===== config.mk =====
export PLATFORM = sky130hd
export DESIGN_NAME = dcache_plru_rep
export DESIGN_NICKNAME = d
export VERILOG_FILES = /design/src/rtl/dcache_plru_rep_pkg.sv /design/src/rtl/dcache_plru_rep_plru_tree.sv /design/src/rtl/dcache_plru_rep.sv
export SDC_FILE = /design/constraint.sdc
export NUM_CORES = 1
export LEC_CHECK = 0
export CAP_MARGIN = 20
export CORE_ASPECT_RATIO = 0.5
export CORE_MARGIN = 5
export CORE_UTILIZATION = 45
export CTS_BUF_LIST = sky130_fd_sc_hd__clkbuf_8
export DETAILED_ROUTE_END_ITERATION = 8
export PLACE_DENSITY_LB_ADDON = 0.05
export SLEW_MARGIN = 15
export SYNTH_ARGS = -nofsm -noshare
export SYNTH_HDL_FRONTEND = slang
export SYNTH_SLANG_ARGS = --single-unit

===== constraint.sdc =====
create_clock -name CLK -period 4.7 [get_ports CLK]
set_input_delay 1.175 -clock CLK [delete_from_list [all_inputs] [get_ports CLK]]
set_output_delay 1.175 -clock CLK [all_outputs]
set_load 0.01 [all_outputs]

===== src/rtl/dcache_plru_rep_pkg.sv =====
// Shared cache types: default geometry, PLRU state word and clear-FSM encoding.
package cache_types_package;

  localparam int WAYS_DEF  = 4;
  localparam int SETS_DEF  = 8;
  localparam int TAG_W_DEF = 26;

  typedef logic [WAYS_DEF-2:0] plru_state_t;

  typedef enum logic {
    ST_IDLE  = 1'b0,
    ST_CLEAR = 1'b1
  } clr_state_e;

endpackage


===== src/rtl/dcache_plru_rep_plru_tree.sv =====
// Tree-PLRU combinational core: walks bits to a victim leaf (skipping
// subtrees with no available way) and computes the bits after touching a way.
module plru_tree #(
  parameter int WAYS = 4
) (
  input  logic [WAYS-2:0]         bits,
  input  logic [WAYS-1:0]         avail,
  input  logic [$clog2(WAYS)-1:0] upd_way,
  output logic [$clog2(WAYS)-1:0] victim,
  output logic [WAYS-2:0]         upd_bits
);
  localparam int LEVELS = $clog2(WAYS);

  always_comb begin
    int   prefix;
    int   node;
    int   sub;
    int   lo;
    logic dir;
    logic lo_any;
    logic hi_any;
    prefix = 0;
    node   = 0;
    sub    = 0;
    lo     = 0;
    dir    = 1'b0;
    lo_any = 1'b0;
    hi_any = 1'b0;
    // prefix is the way-index prefix of the current node; node = 2^l-1+prefix
    for (int l = 0; l < LEVELS; l++) begin
      node   = (1 << l) - 1 + prefix;
      sub    = 1 << (LEVELS - 1 - l);
      lo     = prefix * 2 * sub;
      lo_any = 1'b0;
      hi_any = 1'b0;
      for (int w = 0; w < WAYS; w++) begin
        if (w >= lo && w < lo + sub)           lo_any = lo_any | avail[w];
        if (w >= lo + sub && w < lo + 2 * sub) hi_any = hi_any | avail[w];
      end
      dir = bits[node];
      if (dir ? !hi_any : !lo_any) dir = ~dir;
      prefix = prefix * 2 + int'(dir);
    end
    victim = prefix[LEVELS-1:0];
  end

  always_comb begin
    int prefix;
    int node;
    prefix   = 0;
    node     = 0;
    upd_bits = bits;
    for (int l = 0; l < LEVELS; l++) begin
      prefix = int'(upd_way) >> (LEVELS - l);
      node   = (1 << l) - 1 + prefix;
      upd_bits[node] = ~upd_way[LEVELS-1-l];
    end
  end

endmodule


===== src/rtl/dcache_plru_rep.sv =====
// Data-cache tag match and tree-PLRU replacement with a one-set-per-cycle clear.
// Optional way locking is enabled by defining DCACHE_REP_LOCK_EN.
module dcache_plru_rep
  import cache_types_package::*;
#(
  parameter int WAYS  = WAYS_DEF,
  parameter int SETS  = SETS_DEF,
  parameter int TAG_W = TAG_W_DEF
) (
  input  logic                      CLK,
  input  logic                      RST,
  input  logic                      lookup_valid,
  input  logic [$clog2(SETS)-1:0]   lookup_idx,
  input  logic [TAG_W-1:0]          lookup_tag,
  input  logic [WAYS*TAG_W-1:0]     set_tags,
  input  logic [WAYS-1:0]           set_valids,
  output logic                      rsp_valid,
  output logic                      match,
  output logic [$clog2(WAYS)-1:0]   match_way,
  output logic [$clog2(WAYS)-1:0]   victim_way,
  output logic                      multi_hit,
  input  logic                      upd_valid,
  input  logic [$clog2(SETS)-1:0]   upd_idx,
  input  logic [$clog2(WAYS)-1:0]   upd_way,
  input  logic                      clr_req,
  output logic                      busy
`ifdef DCACHE_REP_LOCK_EN
  ,
  input  logic [WAYS-1:0]           lock_mask
`endif
);
  localparam int IW = $clog2(SETS);
  localparam int WW = $clog2(WAYS);

  clr_state_e          state_reg, state_next;
  logic [IW-1:0]       clr_cnt_reg;
  logic [WAYS-2:0]     plru_mem [SETS];
  logic                clear_we;
  logic                accept;

  logic [WAYS-1:0]     avail;
  logic [WAYS-1:0]     hit_vec;
  logic [WW-1:0]       hit_way;
  logic [WW-1:0]       inv_way;
  logic                inv_any;
  logic [WAYS-2:0]     upd_bits;
  logic [WAYS-2:0]     look_bits;
  logic [WW-1:0]       walk_victim;
  logic [WW-1:0]       unused_upd_victim;
  logic [WAYS-2:0]     unused_walk_bits;

  logic                rsp_valid_reg, match_reg, multi_hit_reg;
  logic [WW-1:0]       match_way_reg, victim_way_reg;

`ifdef DCACHE_REP_LOCK_EN
  assign avail = (&lock_mask) ? {WAYS{1'b1}} : ~lock_mask;
`else
  assign avail = {WAYS{1'b1}};
`endif

  // FSM: state register, next state, outputs
  always_ff @(posedge CLK or posedge RST) begin
    if (RST) state_reg <= ST_IDLE;
    else     state_reg <= state_next;
  end

  always_comb begin
    state_next = state_reg;
    case (state_reg)
      ST_IDLE:  if (clr_req) state_next = ST_CLEAR;
      ST_CLEAR: if (clr_cnt_reg == IW'(SETS - 1)) state_next = ST_IDLE;
      default:  state_next = ST_IDLE;
    endcase
  end

  always_comb begin
    busy     = (state_reg == ST_CLEAR);
    clear_we = (state_reg == ST_CLEAR);
    accept   = lookup_valid && (state_reg == ST_IDLE);
  end

  always_ff @(posedge CLK or posedge RST) begin
    if (RST)           clr_cnt_reg <= '0;
    else if (clear_we) clr_cnt_reg <= clr_cnt_reg + 1'b1;
    else               clr_cnt_reg <= '0;
  end

  // Updates arriving with clr_req still land; the clear sweep overwrites them later.
  always_ff @(posedge CLK or posedge RST) begin
    if (RST) begin
      for (int s = 0; s < SETS; s++) plru_mem[s] <= '0;
    end else if (clear_we) begin
      plru_mem[clr_cnt_reg] <= '0;
    end else if (upd_valid) begin
      plru_mem[upd_idx] <= upd_bits;
    end
  end

  assign look_bits = (upd_valid && !busy && (upd_idx == lookup_idx)) ? upd_bits
                                                                    : plru_mem[lookup_idx];

  plru_tree #(.WAYS(WAYS)) u_update (
    .bits     (plru_mem[upd_idx]),
    .avail    ({WAYS{1'b1}}),
    .upd_way  (upd_way),
    .victim   (unused_upd_victim),
    .upd_bits (upd_bits)
  );

  plru_tree #(.WAYS(WAYS)) u_walk (
    .bits     (look_bits),
    .avail    (avail),
    .upd_way  ({WW{1'b0}}),
    .victim   (walk_victim),
    .upd_bits (unused_walk_bits)
  );

  genvar gi;
  generate
    for (gi = 0; gi < WAYS; gi++) begin : g_cmp
      assign hit_vec[gi] = set_valids[gi] && (set_tags[gi*TAG_W +: TAG_W] == lookup_tag);
    end
  endgenerate

  always_comb begin
    hit_way = '0;
    inv_way = '0;
    inv_any = 1'b0;
    for (int w = WAYS - 1; w >= 0; w--) begin
      if (hit_vec[w]) hit_way = WW'(w);
      if (!set_valids[w] && avail[w]) begin
        inv_way = WW'(w);
        inv_any = 1'b1;
      end
    end
  end

  always_ff @(posedge CLK or posedge RST) begin
    if (RST) begin
      rsp_valid_reg  <= 1'b0;
      match_reg      <= 1'b0;
      match_way_reg  <= '0;
      victim_way_reg <= '0;
      multi_hit_reg  <= 1'b0;
    end else begin
      rsp_valid_reg <= accept;
      if (accept) begin
        match_reg      <= |hit_vec;
        match_way_reg  <= hit_way;
        victim_way_reg <= inv_any ? inv_way : walk_victim;
        multi_hit_reg  <= |(hit_vec & (hit_vec - WAYS'(1)));
      end
    end
  end

  assign rsp_valid  = rsp_valid_reg;
  assign match      = match_reg;
  assign match_way  = match_way_reg;
  assign victim_way = victim_way_reg;
  assign multi_hit  = multi_hit_reg;

endmodule


==> impl_metrics.yaml, run 1 <==
setup_path:
  cp_max_fo: 8
  startpoint_type: "input pin"
  required_ns: 4.83
  reg2reg_slack_ns: 2.71
  endpoint_kind: "flip-flop"
  path_class: "in2reg"
  r2r-end: "plru_mem[20]$_DFFE_PP0P_"
  rr_startpoint: "plru_mem[14]$_DFFE_PP0P_"
  worst_ep_arrival_time_ns: 3.40
  reg2reg_depth: 4
synthesis:
  async_flop_share: 1.000
  syn_nets: 469
  synth_top_cell_area_share: 0.2821
  syn_area_per_cell_um2: 9.701
  netlist_instances: 320
  yosys_register_bits: 35
  synth-edff-count: 0
  synth_flop_cell: "dfrtp_1"
  yosys-top-cells-count: "xnor2_1, xor2_1, dfrtp_1"
  synth_area_um2: 3104
  ys_warn_count: 0
  synth.distinct_cells: 37
  synth_area_leaders: "dfrtp_1, xnor2_1, xor2_1, mux4_2, mux2i_1"
  ys_seq_area_frac: 0.2821
  yosysMostFrequentCell: "xnor2_1"
  synthDominantAreaCellType: "dfrtp_1"
routing:
  drt_wl_total_um: 10410
  num_vias: 2992
  via_per_inst: 5.305
  ant_nets: 0
  drc: 0
  firstDrtPassIters: 4
  drt_iter0_markers: 148
  routedWlPerCell_um: 18.46
floorplanning:
  fp.dieH_um: 68.73
  core_area_um2: 6700
  die-width_um: 127.5
  pin_count: 155
  fp.dieArea_um2: 8760
  initial_core_util: 0.4633
  row_count: 21
timing:
  hold_viol: 0
  finalSetupTns_ns: 0
  setup_viol: 0
  final.period_utilization: 0.6949
  rsz0062_at_grt: "no"
  fin_skew_ns: 0.007323
  min_period_ns: 3.266
  hold_slack_ns: 0.5090
  setup_ws_ns: 1.434
  fmax_mhz: 306.2
  worst_pin_slew_ns: 0.6077
  drv_slew: 0
  relSlewSlack: 0.5940
pwr:
  leakage_nw: 1.816
  ir_worst_vdd_uv: 141.6
  p_per_area_nw_per_um2: 262.1
  total_power_w: 0.001254
worst_hold_path:
  hold_depth: 2
  hold_path_end: "match_way[0]$_DFFE_PP0P_"
  hold_start: "match_way[0]$_DFFE_PP0P_"
  min_path_type: "reg2reg"
clock_network:
  htree_num_levels: 2
  cts_hold_buffers: 0
  cts-root-buf: "clkbuf_8"
  clkTransAtPathRegs_ns: 0.07
  cts_tree: "built"
  cts_made_buffers: 5
  clockBufferDepth: 2
  postCtsSetupBuffers: 0
  cts-resized-gates: 0
  clock_latency_ns: 0.28
  numClockSinks: 35
placement:
  port_buffers: 154
  gp_congestion: 0.8839
  post-place-ws_ns: 1.165
  dp_hpwl_um: 9259
global_routing:
  grt_max_degree: 36
  first_global_vias: 3133
  grt_overflow: 0
  track_usage: 0.2340
  grt_pass1_wl_um: 15550
  antenna_found_initial: 0
cells_and_area:
  syn_to_final_growth_pct: 54.17
  diodes: 0
  largest_register_ffs: 24
  layout-drive-gt1-share: 0.05720
  layout.nets: 620
  fin_util: 0.7143
flow_run:
  cap_violations: 0
status:
  outcome: "finished, final reports clean"
==> kinds of logic after synthesis <==
logic type / synth area share
multiplexers: 0.1487
AND/OR/NAND/NOR: 0.1822
AO/OA/AOI/OAI: 0.04433
flip-flops: 0.2821
XOR/XNOR: 0.3043
adder cells (fa/ha/maj): 0.01169
buffers and inverters: 0.02660
==> layout by cell type, fill, tap and decap left out, types with 2 or more instances in the layout <==
| cell type | count |
|---|---|
| clkdlybuf4s50_1 | 154 |
| xnor2_1 | 62 |
| xor2_1 | 44 |
| dfrtp_1 | 35 |
| nand2_1 | 27 |
| nand4_1 | 21 |
| mux2i_1 | 18 |
| nand3_1 | 18 |
| o21ai_0 | 15 |
| nor4_1 | 11 |
| mux4_2 | 11 |
| inv_1 | 7 |
| nor2b_1 | 6 |
| nor2_1 | 5 |
| clkbuf_8 | 5 |
| nor3_1 | 4 |
| and2_1 | 3 |
| mux2_2 | 3 |
| o31ai_1 | 2 |
| nor3b_1 | 2 |
| nand3b_1 | 2 |
| ha_1 | 2 |
==> routing by layer <==
metal | global-route usage | part of all wire | vias to the layer above
met5 | 0 | 0 | -
li1 | - | - | 1441
met3 | 0.07846 | 0.083 | 16
met2 | 0.4280 | 0.51 | 110
met1 | 0.2628 | 0.39 | 1425
met4 | 0.08021 | 0.019 | 0
==> critical path: stages <==
cell             delay (ns)
clkdlybuf4s50_1        0.71
mux4_2                 0.57
mux2_2                 0.27
o21ai_1                0.47
o21ai_0                0.20
==> report_power, final <==
part	switching, W	internal (W)
sequential	0.0000909	0.000394
clock	0.0000995	0.0000994
combinational	0.000248	0.000322
==> worst max path at each step <==
stage	depth (start not counted)	from	to
after global placement	5	upd_idx[0]	plru_mem[23]$_DFFE_PP0P_
final	5	upd_idx[0]	plru_mem[20]$_DFFE_PP0P_
after CTS	5	upd_idx[0]	plru_mem[20]$_DFFE_PP0P_
after global routing	5	upd_idx[0]	plru_mem[20]$_DFFE_PP0P_
after floorplan	5	upd_idx[0]	plru_mem[11]$_DFFE_PP0P_
after detailed placement	5	upd_idx[0]	plru_mem[20]$_DFFE_PP0P_
==> through the flow <==
stage | area [um^2] | instances
after CTS | 4786 | 564
final | 4786 | 564
after global routing | 4786 | 564
after floorplan | 3104 | 320
after global placement | 4705 | 556
after detailed placement | 4705 | 556
==> cell type report <==
cell class	instances	area (um^2)
multi-input combinational	269	2146
fill	517	1914
timing repair buffer	155	1549
sequential	35	875.8
inverter	5	18.77
clock buffer	5	68.82
tap	92	115.1
clock inverter	3	12.51
Power figures use the tool's default switching activity.
==> inputs of run 2 (changes only) <==
--- a/config.mk
+++ b/config.mk
@@ -8,7 +8,7 @@
 export CAP_MARGIN = 20
 export CORE_ASPECT_RATIO = 0.5
 export CORE_MARGIN = 5
-export CORE_UTILIZATION = 45
+export CORE_UTILIZATION = 38
 export CTS_BUF_LIST = sky130_fd_sc_hd__clkbuf_8
 export DETAILED_ROUTE_END_ITERATION = 8
 export PLACE_DENSITY_LB_ADDON = 0.05
==> constraint.sdc (replaced) <==
create_clock -name CLK -period 2.9 [get_ports CLK]
set_input_delay 0.725 -clock CLK [delete_from_list [all_inputs] [get_ports CLK]]
set_output_delay 0.725 -clock CLK [all_outputs]
set_load 0.01 [all_outputs]
==> impl_metrics.yaml, run 2 (same netlist as run 1, synthesis figures left out) <==
cells_and_area:
  layout.nets: 643
  largest_register_ffs: 24
  fin_util: 0.6260
  fin_area_um2: 4990
  num-fill-cells: 680
  syn_to_final_growth_pct: 60.74
  stdcell_count: 606
  layout-drive-gt1-share: 0.1032
  mostFrequentLayoutCells: "clkdlybuf4s50_1, xnor2_1, xor2_1"
  diodes: 0
  final_common_cell: "clkdlybuf4s50_1"
clock_network:
  cts_hold_buffers: 0
  cts-root-buf: "clkbuf_8"
  cts-resized-gates: 0
  postCtsSetupBuffers: 0
  numClockSinks: 35
  cts_tree: "built"
  cts_made_buffers: 5
  clockBufferDepth: 2
  clock_latency_ns: 0.28
  clkTransAtPathRegs_ns: 0.07
  htree_num_levels: 2
placement:
  dp_hpwl_um: 9671
  post-place-ws_ns: -0.05697
  port_buffers: 154
  dp.cells: 599
  placed_area_um2: 4902
  gp_congestion: 0.9315
global_routing:
  grt_pass1_wl_um: 16420
  grt_overflow: 0
  track_usage: 0.2125
  grt_max_degree: 36
  first_global_vias: 3308
  antenna_found_initial: 1
timing:
  setup_ws_ns: 0.2355
  hold_viol: 0
  min_period_ns: 2.665
  fmax_mhz: 375.3
  fin_skew_ns: 0.002242
  worst_pin_slew_ns: 0.6210
  final.period_utilization: 0.9188
  setup_viol: 0
  relSlewSlack: 0.5851
  hold_slack_ns: 0.4889
  drv_slew: 0
  rsz0062_at_grt: "no"
floorplanning:
  fp.dieH_um: 73.91
  die-width_um: 137.8
  fp.dieArea_um2: 10190
  initial_core_util: 0.3894
  pin_count: 155
  core_area_um2: 7971
  row_count: 23
routing:
  via_per_inst: 5.089
  ant_nets: 0
  met2_length_um: 5606
  dr_wl_met3_um: 729
  drt_wl_total_um: 10870
  routedLengthMet1_um: 4352
  drc: 0
  num_vias: 3084
  firstDrtPassIters: 4
  highest-signal-layer: "met5"
  routedWlPerCell_um: 17.93
  drt_iter0_markers: 102
setup_path:
  startpoint_type: "input pin"
  required_ns: 3.13
  crit_buf_inv: 1
  cp_max_fo: 4
  cp_cell_sequence: "clkdlybuf4s50_1 > xor2_1 > nor4_1 > nand4_1 > maj3_2 > a221oi_2 > a21o_1"
  worst_ep_arrival_time_ns: 2.89
  rr_startpoint: "plru_mem[1]$_DFFE_PP0P_"
  critPathMaxStageDelay_ns: 0.57
  path_class: "in2reg"
  startpoint: "lookup_tag[9]"
  endpoint_kind: "flip-flop"
  cpMaxStageDelayCell: "clkdlybuf4s50_1"
  critPathTopFamily: "simple AND/OR/NAND/NOR gates"
pwr:
  leakage_nw: 1.923
  p_per_area_nw_per_um2: 419.8
  ir_worst_vdd_uv: 165.5
worst_hold_path:
  min_path_type: "reg2reg"
  hold_start: "multi_hit$_DFFE_PP0P_"
flow_run:
  cap_violations: 0
status:
  outcome: "finished, final reports clean"
-- run 2: routing by layer --
layer	vias up	GRT usage
met3	16	0.04993
met2	113	0.3925
met4	2	0.05367
met1	1473	0.2525
li1	1480	-
met5	-	0
-- run 2: stage by stage --
| stage | power (W) | setup TNS (ns) |
|---|---|---|
| CTS | 0.002111 | 0 |
| detailed placement | 0.001754 | -0.09659 |
| global placement | 0.001716 | -0.03357 |
| floorplan | 0.001265 | 0 |
| global route | 0.002235 | 0 |
| finish | 0.002095 | 0 |
-- run 2: report_power, final --
group          internal (W)  leakage, nW  total, W  switching, W
Clock              0.000186       0.0470  0.000353      0.000167
Sequential         0.000639        0.470  0.000779      0.000140
Combinational      0.000544         1.41  0.000963      0.000419
Total               0.00137         1.92   0.00209      0.000725
-- run 2: worst paths after layout --
path | endpoint | slack [ns] | cells after the start
setup / recovery | multi_hit$_DFFE_PP0P_ | 0.24 | 7
hold / removal | multi_hit$_DFFE_PP0P_ | 0.49 | 1
setup reg to reg | victim_way[0]$_DFFE_PP0P_ | 1.00 | 4
hold reg to reg | multi_hit$_DFFE_PP0P_ | 0.49 | 1
max in group asynchronous | plru_mem[4]$_DFFE_PP0P_ | 1.74 | 3
min in group asynchronous | rsp_valid$_DFF_PP0_ | 0.86 | 3
-- run 2: cell type report --
type	instances	area, um^2	share of cell area
Multi-Input combinational cell	269	2146	0.4300
Timing Repair Buffer	178	1722	0.3450
Sequential cell	35	875.8	0.1755
Tap cell	112	140.1	0.02808
Clock buffer	6	82.58	0.01655
Inverter	5	18.77	0.003761
Clock inverter	1	5.005	0.001003
==> inputs of run 3 (changes only) <==
--- a/config.mk
+++ b/config.mk
@@ -7,7 +7,7 @@
 export LEC_CHECK = 0
 export CAP_MARGIN = 20
 export CORE_ASPECT_RATIO = 0.5
-export CORE_MARGIN = 5
+export CORE_MARGIN = 1.5
 export CORE_UTILIZATION = 38
 export CTS_BUF_LIST = sky130_fd_sc_hd__clkbuf_8
 export DETAILED_ROUTE_END_ITERATION = 8
==> impl_metrics.yaml, run 3 (same netlist as run 1, synthesis figures left out) <==
clock_network:
  cts_made_buffers: 5
  cts_tree: "built"
  cts-root-buf: "clkbuf_8"
  htree_num_levels: 2
  postCtsSetupBuffers: 0
  clockBufferDepth: 2
  clock_latency_ns: 0.28
  cts_hold_buffers: 0
  numClockSinks: 35
  clkTransAtPathRegs_ns: 0.07
  cts-resized-gates: 0
global_routing:
  antenna_found_initial: 0
  first_global_vias: 3271
  grt_pass1_wl_um: 15970
  top_usage_layer: "met2"
  use_met1: 0.2811
  grt_max_degree: 36
  grt_overflow: 0
  track_usage: 0.2424
  use_met2: 0.4553
  grt_use_met3: 0.05542
timing:
  hold_viol: 0
  drv_slew: 0
  setup_viol: 0
  worst_pin_slew_ns: 0.5242
  final.period_utilization: 0.9331
  min_period_ns: 2.706
  rsz0062_at_grt: "no"
  relSlewSlack: 0.6498
  fmax_mhz: 369.5
  fin_skew_ns: 0.005929
routing:
  ant_nets: 0
  num_vias: 3060
  drc: 0
  via_per_inst: 5.016
  drt_iter0_markers: 144
  drt_wl_total_um: 10260
  firstDrtPassIters: 4
  routedWlPerCell_um: 16.83
setup_path:
  cp_max_fo: 4
  path_class: "in2reg"
  worst_ep_arrival_time_ns: 2.93
  cpMaxStageDelayCell: "clkdlybuf4s50_1"
  crit_buf_inv: 1
  critPathMaxStageDelay_ns: 0.63
  required_ns: 3.13
  critPathTopFamily: "simple AND/OR/NAND/NOR gates"
  crit_top_cell: "nand4_1"
  endpoint_kind: "flip-flop"
  cp_cell_sequence: "clkdlybuf4s50_1 > xnor2_1 > nand4_1 > nor4_1 > nand4_1 > maj3_2 > a221oi_2 > a21o_1"
  startpoint_type: "input pin"
pwr:
  leakage_nw: 1.943
  ir_worst_vdd_uv: 240.7
  p_per_area_nw_per_um2: 421.7
cells_and_area:
  layout-drive-gt1-share: 0.1104
  layout.nets: 646
  stdcell_count: 610
  syn_to_final_growth_pct: 61.99
  largest_register_ffs: 24
  diodes: 0
  mostFrequentLayoutCells: "clkdlybuf4s50_1, xnor2_1, xor2_1"
  final_common_cell: "clkdlybuf4s50_1"
  fin_util: 0.6308
floorplanning:
  die-width_um: 130.8
  initial_core_util: 0.3894
  fp.dieH_um: 66.91
  core_area_um2: 7971
  fp.dieArea_um2: 8753
  row_count: 23
  pin_count: 155
placement:
  dp_hpwl_um: 9061
  dp.cells: 602
  gp_congestion: 0.8815
  port_buffers: 154
status:
  outcome: "finished, final reports clean"
flow_run:
  cap_violations: 0
worst_hold_path:
  min_path_type: "reg2reg"
-- run 3: path summary, 6_finish.rpt --
check                                           from                         to  slack (ns)  cells after the start
max                                   lookup_tag[23]      multi_hit$_DFFE_PP0P_        0.19                      8
min                        victim_way[1]$_DFFE_PP0P_  victim_way[1]$_DFFE_PP0P_        0.50                      2
max reg2reg                  plru_mem[0]$_DFFE_PP0P_  victim_way[0]$_DFFE_PP0P_        1.01                      6
min reg2reg                victim_way[1]$_DFFE_PP0P_  victim_way[1]$_DFFE_PP0P_        0.50                      2
max in group asynchronous                        RST   plru_mem[22]$_DFFE_PP0P_        1.77                      3
min in group asynchronous                        RST   match_way[0]$_DFFE_PP0P_        0.83                      3
-- run 3: area by class of cell --
class	count	area, um^2
clock buffers	7	96.34
clock inverters	1	7.507
fillers	666	2943
inverters	5	18.77
multi-input cells	269	2146
flip-flops and latches	35	875.8
well taps	112	140.1
repair buffers	181	1744
-- run 3: stage by stage --
| stage | area (um^2) | setup WS, ns | TNS (ns) | total power, W | hold slack, ns |
|---|---|---|---|---|---|
| after detailed placement | 4925 | -0.05936 | -0.05936 | 0.001747 | 0.4797 |
| after CTS | 5029 | 0.2283 | 0 | 0.002137 | 0.5085 |
| after floorplan | 3104 | 0.6500 | 0 | 0.001265 | 0.4633 |
| after global placement | 4925 | -0.01648 | -0.01648 | 0.001719 | 0.4711 |
| after global routing | 5029 | 0.08100 | 0 | 0.002262 | 0.5183 |
| final | 5029 | 0.1939 | 0 | 0.002121 | 0.5023 |
-- run 3: worst reg2reg max path, cell delays in order (launching register included) --
cell	delay, ns
dfrtp_1	0.39
mux4_2	0.52
mux2_2	0.25
nand2_1	0.05
o21ai_0	0.08
mux2i_1	0.14
o41ai_1	0.35
-- run 3: layer usage --
| metal | wire (um) | up-vias |
|---|---|---|
| li1 | - | 1488 |
| met1 | 4217 | 1456 |
| met2 | 5306 | 104 |
| met3 | 635 | 12 |
| met4 | 105 | 0 |
| met5 | 0 | - |
-- run 3: where the power goes --
group | leakage (nW) | internal, W | total (W) | switching (W)
clock network | 0.0505 | 0.000216 | 0.000384 | 0.000168
registers | 0.470 | 0.000639 | 0.000783 | 0.000144
logic | 1.42 | 0.000546 | 0.000954 | 0.000407
